==> src/rtl/led_blink_decoder.sv <==
// led_blink_decoder
// Receive-side decoder for a single-bit LED blink line. The line is
// synchronised into the clock domain, split into high pulses and low gaps by
// a saturating run-length timer, and every burst of valid pulses followed by a
// long enough low gap is reported as a one-cycle o_valid strobe with the number
// of pulses seen (o_count) and a sticky overflow flag (o_overflow).
//
// Pulses shorter than MIN_PULSE_CYCLES are glitches: they never add to the
// count. A glitch inside a burst restarts the gap timer. A glitch seen while
// no valid pulse has been counted yet drops the decoder back to idle.

module led_blink_decoder #(
  parameter int unsigned MIN_PULSE_CYCLES = 1 << 10,
  parameter int unsigned GAP_CYCLES       = 1 << 24,
  parameter int unsigned COUNT_WIDTH      = 4,
  parameter int unsigned TIMER_WIDTH      = 25
) (
  input  logic                   i_clk,
  input  logic                   i_rst_n,
  input  logic                   i_line,
  output logic                   o_valid,
  output logic [COUNT_WIDTH-1:0] o_count,
  output logic                   o_overflow,
  output logic                   o_busy
);

  // ---------------------------------------------------------------------------
  // Constants
  // ---------------------------------------------------------------------------
  localparam logic [1:0] ST_IDLE = 2'd0;  // waiting for the first high sample
  localparam logic [1:0] ST_HIGH = 2'd1;  // timing a high pulse
  localparam logic [1:0] ST_LOW  = 2'd2;  // timing the low gap inside a burst

  localparam logic [TIMER_WIDTH-1:0] TIMER_ONE  = {{(TIMER_WIDTH-1){1'b0}}, 1'b1};
  localparam logic [TIMER_WIDTH-1:0] TIMER_MAX  = '1;
  localparam logic [TIMER_WIDTH-1:0] MIN_PULSE  = TIMER_WIDTH'(MIN_PULSE_CYCLES);
  // The first low sample loads the timer with 1, so the GAP_CYCLES-th low
  // sample is the one that finds the timer at GAP_CYCLES-1.
  localparam logic [TIMER_WIDTH-1:0] GAP_LAST   = TIMER_WIDTH'(GAP_CYCLES - 1);

  localparam logic [COUNT_WIDTH-1:0] CNT_ONE    = {{(COUNT_WIDTH-1){1'b0}}, 1'b1};
  localparam logic [COUNT_WIDTH-1:0] CNT_MAX    = '1;

  // ---------------------------------------------------------------------------
  // Registers
  // ---------------------------------------------------------------------------
  logic                   sync1_q;     // first synchroniser stage (may go metastable)
  logic                   s_line_q;    // synchronised line, the only input used below

  logic [1:0]             state_q,     state_d;
  logic [TIMER_WIDTH-1:0] timer_q,     timer_d;
  logic [COUNT_WIDTH-1:0] cnt_q,       cnt_d;
  logic                   ovf_q,       ovf_d;

  logic                   valid_q,     valid_d;
  logic [COUNT_WIDTH-1:0] count_q,     count_d;
  logic                   ovf_out_q,   ovf_out_d;

  logic [TIMER_WIDTH-1:0] timer_inc;

  // Two-flop synchroniser bringing the asynchronous blink line into i_clk.
  // NOTE: sequential blocks use non-blocking (<=) so every flop samples the
  // pre-edge value of its source; blocking here would collapse the two stages.
  always_ff @(posedge i_clk or negedge i_rst_n) begin
    if (!i_rst_n) begin
      sync1_q  <= 1'b0;
      s_line_q <= 1'b0;
    end else begin
      sync1_q  <= i_line;
      s_line_q <= sync1_q;
    end
  end

  // Saturating increment of the run-length timer: a line stuck at one level
  // must never wrap the timer back into a range that looks like a short run.
  always_comb begin
    timer_inc = (timer_q == TIMER_MAX) ? timer_q : timer_q + TIMER_ONE;
  end

  // Next-state logic: classify each synchronised sample against the current
  // run and decide pulse / glitch / gap-end.
  always_comb begin
    // NOTE: every variable gets a default before the case so that no path
    // leaves it unassigned, which would otherwise infer a latch.
    state_d   = state_q;
    timer_d   = timer_q;
    cnt_d     = cnt_q;
    ovf_d     = ovf_q;
    valid_d   = 1'b0;
    count_d   = count_q;
    ovf_out_d = ovf_out_q;

    case (state_q)
      ST_IDLE: begin
        timer_d = '0;
        cnt_d   = '0;
        ovf_d   = 1'b0;
        if (s_line_q) begin
          state_d = ST_HIGH;
          timer_d = TIMER_ONE;
        end
      end

      ST_HIGH: begin
        if (s_line_q) begin
          timer_d = timer_inc;
        end else if (timer_q >= MIN_PULSE) begin
          // Falling edge after a long enough pulse: count it, or flag
          // overflow once the counter is already at its maximum.
          if (cnt_q == CNT_MAX) begin
            ovf_d = 1'b1;
          end else begin
            cnt_d = cnt_q + CNT_ONE;
          end
          state_d = ST_LOW;
          timer_d = TIMER_ONE;
        end else begin
          // Glitch: nothing is counted. Inside a burst it restarts the gap;
          // before any valid pulse there is no burst to keep alive.
          timer_d = TIMER_ONE;
          state_d = (cnt_q != '0) ? ST_LOW : ST_IDLE;
        end
      end

      ST_LOW: begin
        if (s_line_q) begin
          state_d = ST_HIGH;
          timer_d = TIMER_ONE;
        end else if (timer_q == GAP_LAST) begin
          // Gap long enough: publish the burst and return to idle.
          valid_d   = 1'b1;
          count_d   = cnt_q;
          ovf_out_d = ovf_q;
          state_d   = ST_IDLE;
          timer_d   = '0;
          cnt_d     = '0;
          ovf_d     = 1'b0;
        end else begin
          timer_d = timer_inc;
        end
      end

      default: begin
        state_d = ST_IDLE;
        timer_d = '0;
        cnt_d   = '0;
        ovf_d   = 1'b0;
      end
    endcase
  end

  // Decoder state and result registers; reset discards any partial burst.
  always_ff @(posedge i_clk or negedge i_rst_n) begin
    if (!i_rst_n) begin
      state_q   <= ST_IDLE;
      timer_q   <= '0;
      cnt_q     <= '0;
      ovf_q     <= 1'b0;
      valid_q   <= 1'b0;
      count_q   <= '0;
      ovf_out_q <= 1'b0;
    end else begin
      state_q   <= state_d;
      timer_q   <= timer_d;
      cnt_q     <= cnt_d;
      ovf_q     <= ovf_d;
      valid_q   <= valid_d;
      count_q   <= count_d;
      ovf_out_q <= ovf_out_d;
    end
  end

  // Outputs come straight from flops; o_busy depends on the state register
  // only, so there is no combinational path from i_line.
  always_comb begin
    o_valid    = valid_q;
    o_count    = count_q;
    o_overflow = ovf_out_q;
    o_busy     = (state_q != ST_IDLE);
  end

endmodule

==> config.mk <==
export PLATFORM = sky130hd
export DESIGN_NAME = led_blink_decoder
export DESIGN_NICKNAME = d
export VERILOG_FILES = /design/src/rtl/led_blink_decoder.sv
export SDC_FILE = /design/constraint.sdc
export NUM_CORES = 1
export LEC_CHECK = 0
export CORE_UTILIZATION = 62
export CTS_BUF_LIST = sky130_fd_sc_hd__clkbuf_8
export CTS_CLUSTER_SIZE = 10
export DETAILED_ROUTE_END_ITERATION = 7
export PLACE_DENSITY = 0.82
export RECOVER_POWER = 50
export SLEW_MARGIN = 20
export SYNTH_ARGS = -nofsm -noshare
export SYNTH_HDL_FRONTEND = slang
export SYNTH_SLANG_ARGS = --single-unit
==> constraint.sdc <==
create_clock -name i_clk -period 2.6 [get_ports i_clk]
set_input_delay 0.52 -clock i_clk [delete_from_list [all_inputs] [get_ports i_clk]]
set_output_delay 0.52 -clock i_clk [all_outputs]
set_load 0.02 [all_outputs]
==> results.env <==
R2R_DEPTH=7
GLOBALROUTEOVERFLOWTOTAL=0
ROUTED_WIRE_LENGTH_PER_INSTANCE_UM=14.89
WORST_SETUP_SLACK_FOR_REGISTER_TO_REGISTER_PATHS_NS=0.32
FINALWORSTPATHREQUIREDPERIOD_NS=2.285
LARGEST_CELLS_BY_AREA_AFTER_SYNTHESIS='sky130_fd_sc_hd__dfrtp_1 43%, sky130_fd_sc_hd__nor2_1 4.4%, sky130_fd_sc_hd__xor2_1 4.2%'
CTS_TREE='built'
GRT_PASS1_VIAS=1640
DIE_HEIGHT_UM=63
CORE_UM2=3442
YOSYSTOPAREACELL='sky130_fd_sc_hd__dfrtp_1'
FINALCLOCKSKEW_NS=0.006284
VDD_DROP_MAX_V=0.0003956
PLACEMENTROWS=21
MAX_FREQ_GHz=0.4377
SYN_NETS=247
TOP_USAGE_LAYER='met1'
SYNTH_TOP_CELLS_BY_COUNT='40 x sky130_fd_sc_hd__dfrtp_1, 27 x sky130_fd_sc_hd__nor2_1, 17 x sky130_fd_sc_hd__nand2_1, 14 x sky130_fd_sc_hd__nand3_1'
WORST_R2R_ENDPOINT='timer_q[4]'
CELL_DEPTH_OF_THE_WORST_HOLD_PATH=0
FILLER_CELL_COUNT=265
POST_CTS_HOLD_BUFFER_COUNT=0
SYNTH.AVG_CELL_AREA_UM2=9.613
SYNTH.CELL_AREA_UM2=2307
YOSYSWARNINGS=0
HP-CLASS='reg2reg'
FINALHOLDVIOLCOUNT=0
PLACE_HPWL_UM=3176
TIMING_WORST_SLEW_PIN_VALUE_NS=2.036
CLOCKBUFFERDEPTH=2
TNS_NS=0
DRT_FIRST_ITER_VIOLATIONS=166
INSERTION_DELAY_NS=0.29
SEQUENTIAL_AREA_SHARE_AFTER_SYNTHESIS=0.4338
COUNT_OF_MAPPED_CELLS_OUT_OF_SYNTHESIS=240
GRT_ANTENNA_BEFORE_REPAIR=0
CHIPWIDTH_UM=63
DETAIL_ROUTE.DRC_VIOLATIONS=0
YS_ASYNC_SR_FRACTION=1.000
YOSYSMOSTFREQUENTCELL='sky130_fd_sc_hd__dfrtp_1'
POST-CTS-SETUP-BUFFER-COUNT=0
DRT_FIRST_PASS_ITERS=4
GRT_START_MAX_NET_PINS=41
NUMBER_OF_SYNTHESIZED_FLOPS_WITH_AN_ENABLE_PIN=0
VIOLATIONS='capacitance limit, slew limit'
DRT.ANTENNA.VIOLATING_NETS=0
GLOBAL_ROUTE.USAGE.MET2=0.3616
EFFECTIVE_UTILIZATION_AT_FLOORPLAN=0.6703
CRIT-REG2REG-LAUNCH='timer_q[0]'
CRIT_ARRIVAL_NS=2.45
PORTBUFFERS=9
YS_FF_LATCH=40
TOP_LEVEL_PINS=10
CLOCK_PIN_SLEW_ON_THE_WORST_SETUP_AND_HOLD_PATHS_NS=0.07
HOLD_END='s_line_q'
FLOW.AREA_GROWTH_FROM_SYNTHESIS_PCT=8.406
SYNTH_CELL_TYPE_COUNT=51
CPPEAKSTAGEDELAY_NS=0.52
ROUTE.FINAL.WIRE_LENGTH_UM=4436
SETUP_VIOL=0
DESIGN_AREA_FINAL_UM2=2501
CTS.HTREE.LEVELS=2
GLOBALPLACE.CONGESTION=0.8611
DRIVE_ABOVE_1_SHARE=0.1468
POST_DRT_VIA_CELL_RATIO=6.188
MAX-SLEW-MARGIN-REL=-0.3575
DIE_AREA_UM2=3969
GRT_UTIL_ALL_LAYERS=0.2536
ENDPOINT_KIND='register'
FINAL_NETS=259
YOSYS_MOST_USED_DFF='sky130_fd_sc_hd__dfrtp_1'
CLOCK_TREE.ROOT_CELL='sky130_fd_sc_hd__clkbuf_8'
TIMING.CRITICAL_PATH.REQUIRED_NS=2.77
CRITICAL_PATH.MAX_FANOUT=23
YOSYSTOPAREACELLSHARE=0.4338
CP-START-KIND='register'
CPMAXSTAGEDELAYCELL='sky130_fd_sc_hd__nor4_4'
NUMCLOCKSINKS=40
PERIOD_SHARE=0.8788
CRIT_PATH_CELL_TRACE='ha_1 > nand3_1 > nor4_4 > nand3_2 > a21oi_4 > buf_4 > nor2_1'
POSTPLACECELLAREA_UM2=2425
SETUP.WORST_PATH.CLASS='reg2reg'
WORST_HOLD_STARTPOINT='sync1_q'
MET1_USAGE=0.3755
FINAL_MAX_SLEW_VIOL_COUNT=41
MAX_CAP_VIOL_COUNT=1
DETAILROUTE.VIA_COUNT=1844
CTS_INSERTED_BUFFERS=5
POWER.STATIC_LEAKAGE_nW=1.017
USE_MET3=0.04927
RSZ_0062_RAISED_AFTER_GLOBAL_ROUTING='no'
POWER_DENSITY_nW_PER_UM2=421.8
CTS_RESIZED=0
STATUS='finished, violations left'
FIRST_PASS_GRT_WIRE_LENGTH_UM=7700
ANTENNA_CELLS=0
-- critical path, delay by kind of cell (launching register included) --
family	cells	cell delay (ns)
AND/OR/NAND/NOR	4	1.03
flip-flops	1	0.44
buffers and inverters	1	0.29
adder cells (fa/ha/maj)	1	0.22
AO/OA/AOI/OAI	1	0.15
-- per-stage QoR --
stage,setup WS [ns],utilization,hold WS (ns),power [mW],cells
final,0.3152,0.7266,0.3502,1.055,298
after global routing,0.1066,0.7266,0.3660,1.099,298
after CTS,0.3411,0.7270,0.3531,1.072,298
after detailed placement,0.3648,0.7045,0.3364,0.6957,291
after global placement,0.4355,0.7045,0.3325,0.6944,291
after floorplan,0.6071,-,0.2244,0.6733,240
-- worst max path at each step --
stage / startpoint / end / cells past startpoint
after global placement: timer_q[0] / timer_q[15] / 6
after global routing: timer_q[0] / timer_q[19] / 7
final: timer_q[0] / timer_q[4] / 7
after detailed placement: timer_q[0] / timer_q[19] / 7
after CTS: timer_q[0] / timer_q[19] / 7
after floorplan: timer_q[0] / timer_q[3] / 7
-- per-layer routing --
| layer | vias to the layer above | routed length, um |
|---|---|---|
| li1 | 905 | - |
| met1 | 878 | 2119 |
| met2 | 53 | 1991 |
| met3 | 8 | 248 |
| met4 | 0 | 76 |
| met5 | - | 0 |
-- power by group --
part	internal, mW	switching [mW]
Sequential	0.628	0.00889
Combinational	0.0138	0.0326
Clock	0.178	0.194
-- final cells by class --
type                       count  area [um2]  share of cell area
sequential                    40        1001              0.4002
inverter                       8       30.03             0.01201
tap                           46       57.56             0.02301
clock buffer                   5       68.82             0.02751
clock inverter                 2       8.758            0.003502
timing repair buffer          13       113.9             0.04552
multi-input combinational    184        1221              0.4882
-- registers in the layout (all words and copies together) (netlist names) --
register / flops
s_line_q: 1
o_count: 4
o_valid: 1
o_overflow: 1
state_q: 2
timer_q: 25
cnt_q: 4
ovf_q: 1
sync1_q: 1
-- cell families after synthesis --
| group | count (synthesis) | synth area share |
|---|---|---|
| buffers and inverters | 16 | 0.03688 |
| AO/OA/AOI/OAI | 49 | 0.1519 |
| adder cells (fa/ha/maj) | 4 | 0.02169 |
| multiplexers | 3 | 0.01410 |
| XOR/XNOR | 17 | 0.06453 |
| flip-flops | 40 | 0.4338 |
| AND/OR/NAND/NOR | 111 | 0.2771 |
-- layout by cell type (no fill, tap or decap), drive strengths merged, types with 2 or more instances in the layout --
master / instances
mux2: 2
or2: 2
or4: 5
nor2: 27
and2: 3
nand3: 16
ha: 4
nor4: 5
clkbuf: 6
o211ai: 5
a2111oi: 3
nor2b: 2
nand2: 17
nand4: 14
a21oi: 15
inv: 9
xnor2: 6
or3: 4
clkdlybuf4s50: 7
nor3: 5
o21ai: 15
nand2b: 2
and4: 3
dfrtp: 40
o31ai: 4
buf: 4
xor2: 11
and3: 6
Power figures use the tool's default switching activity.
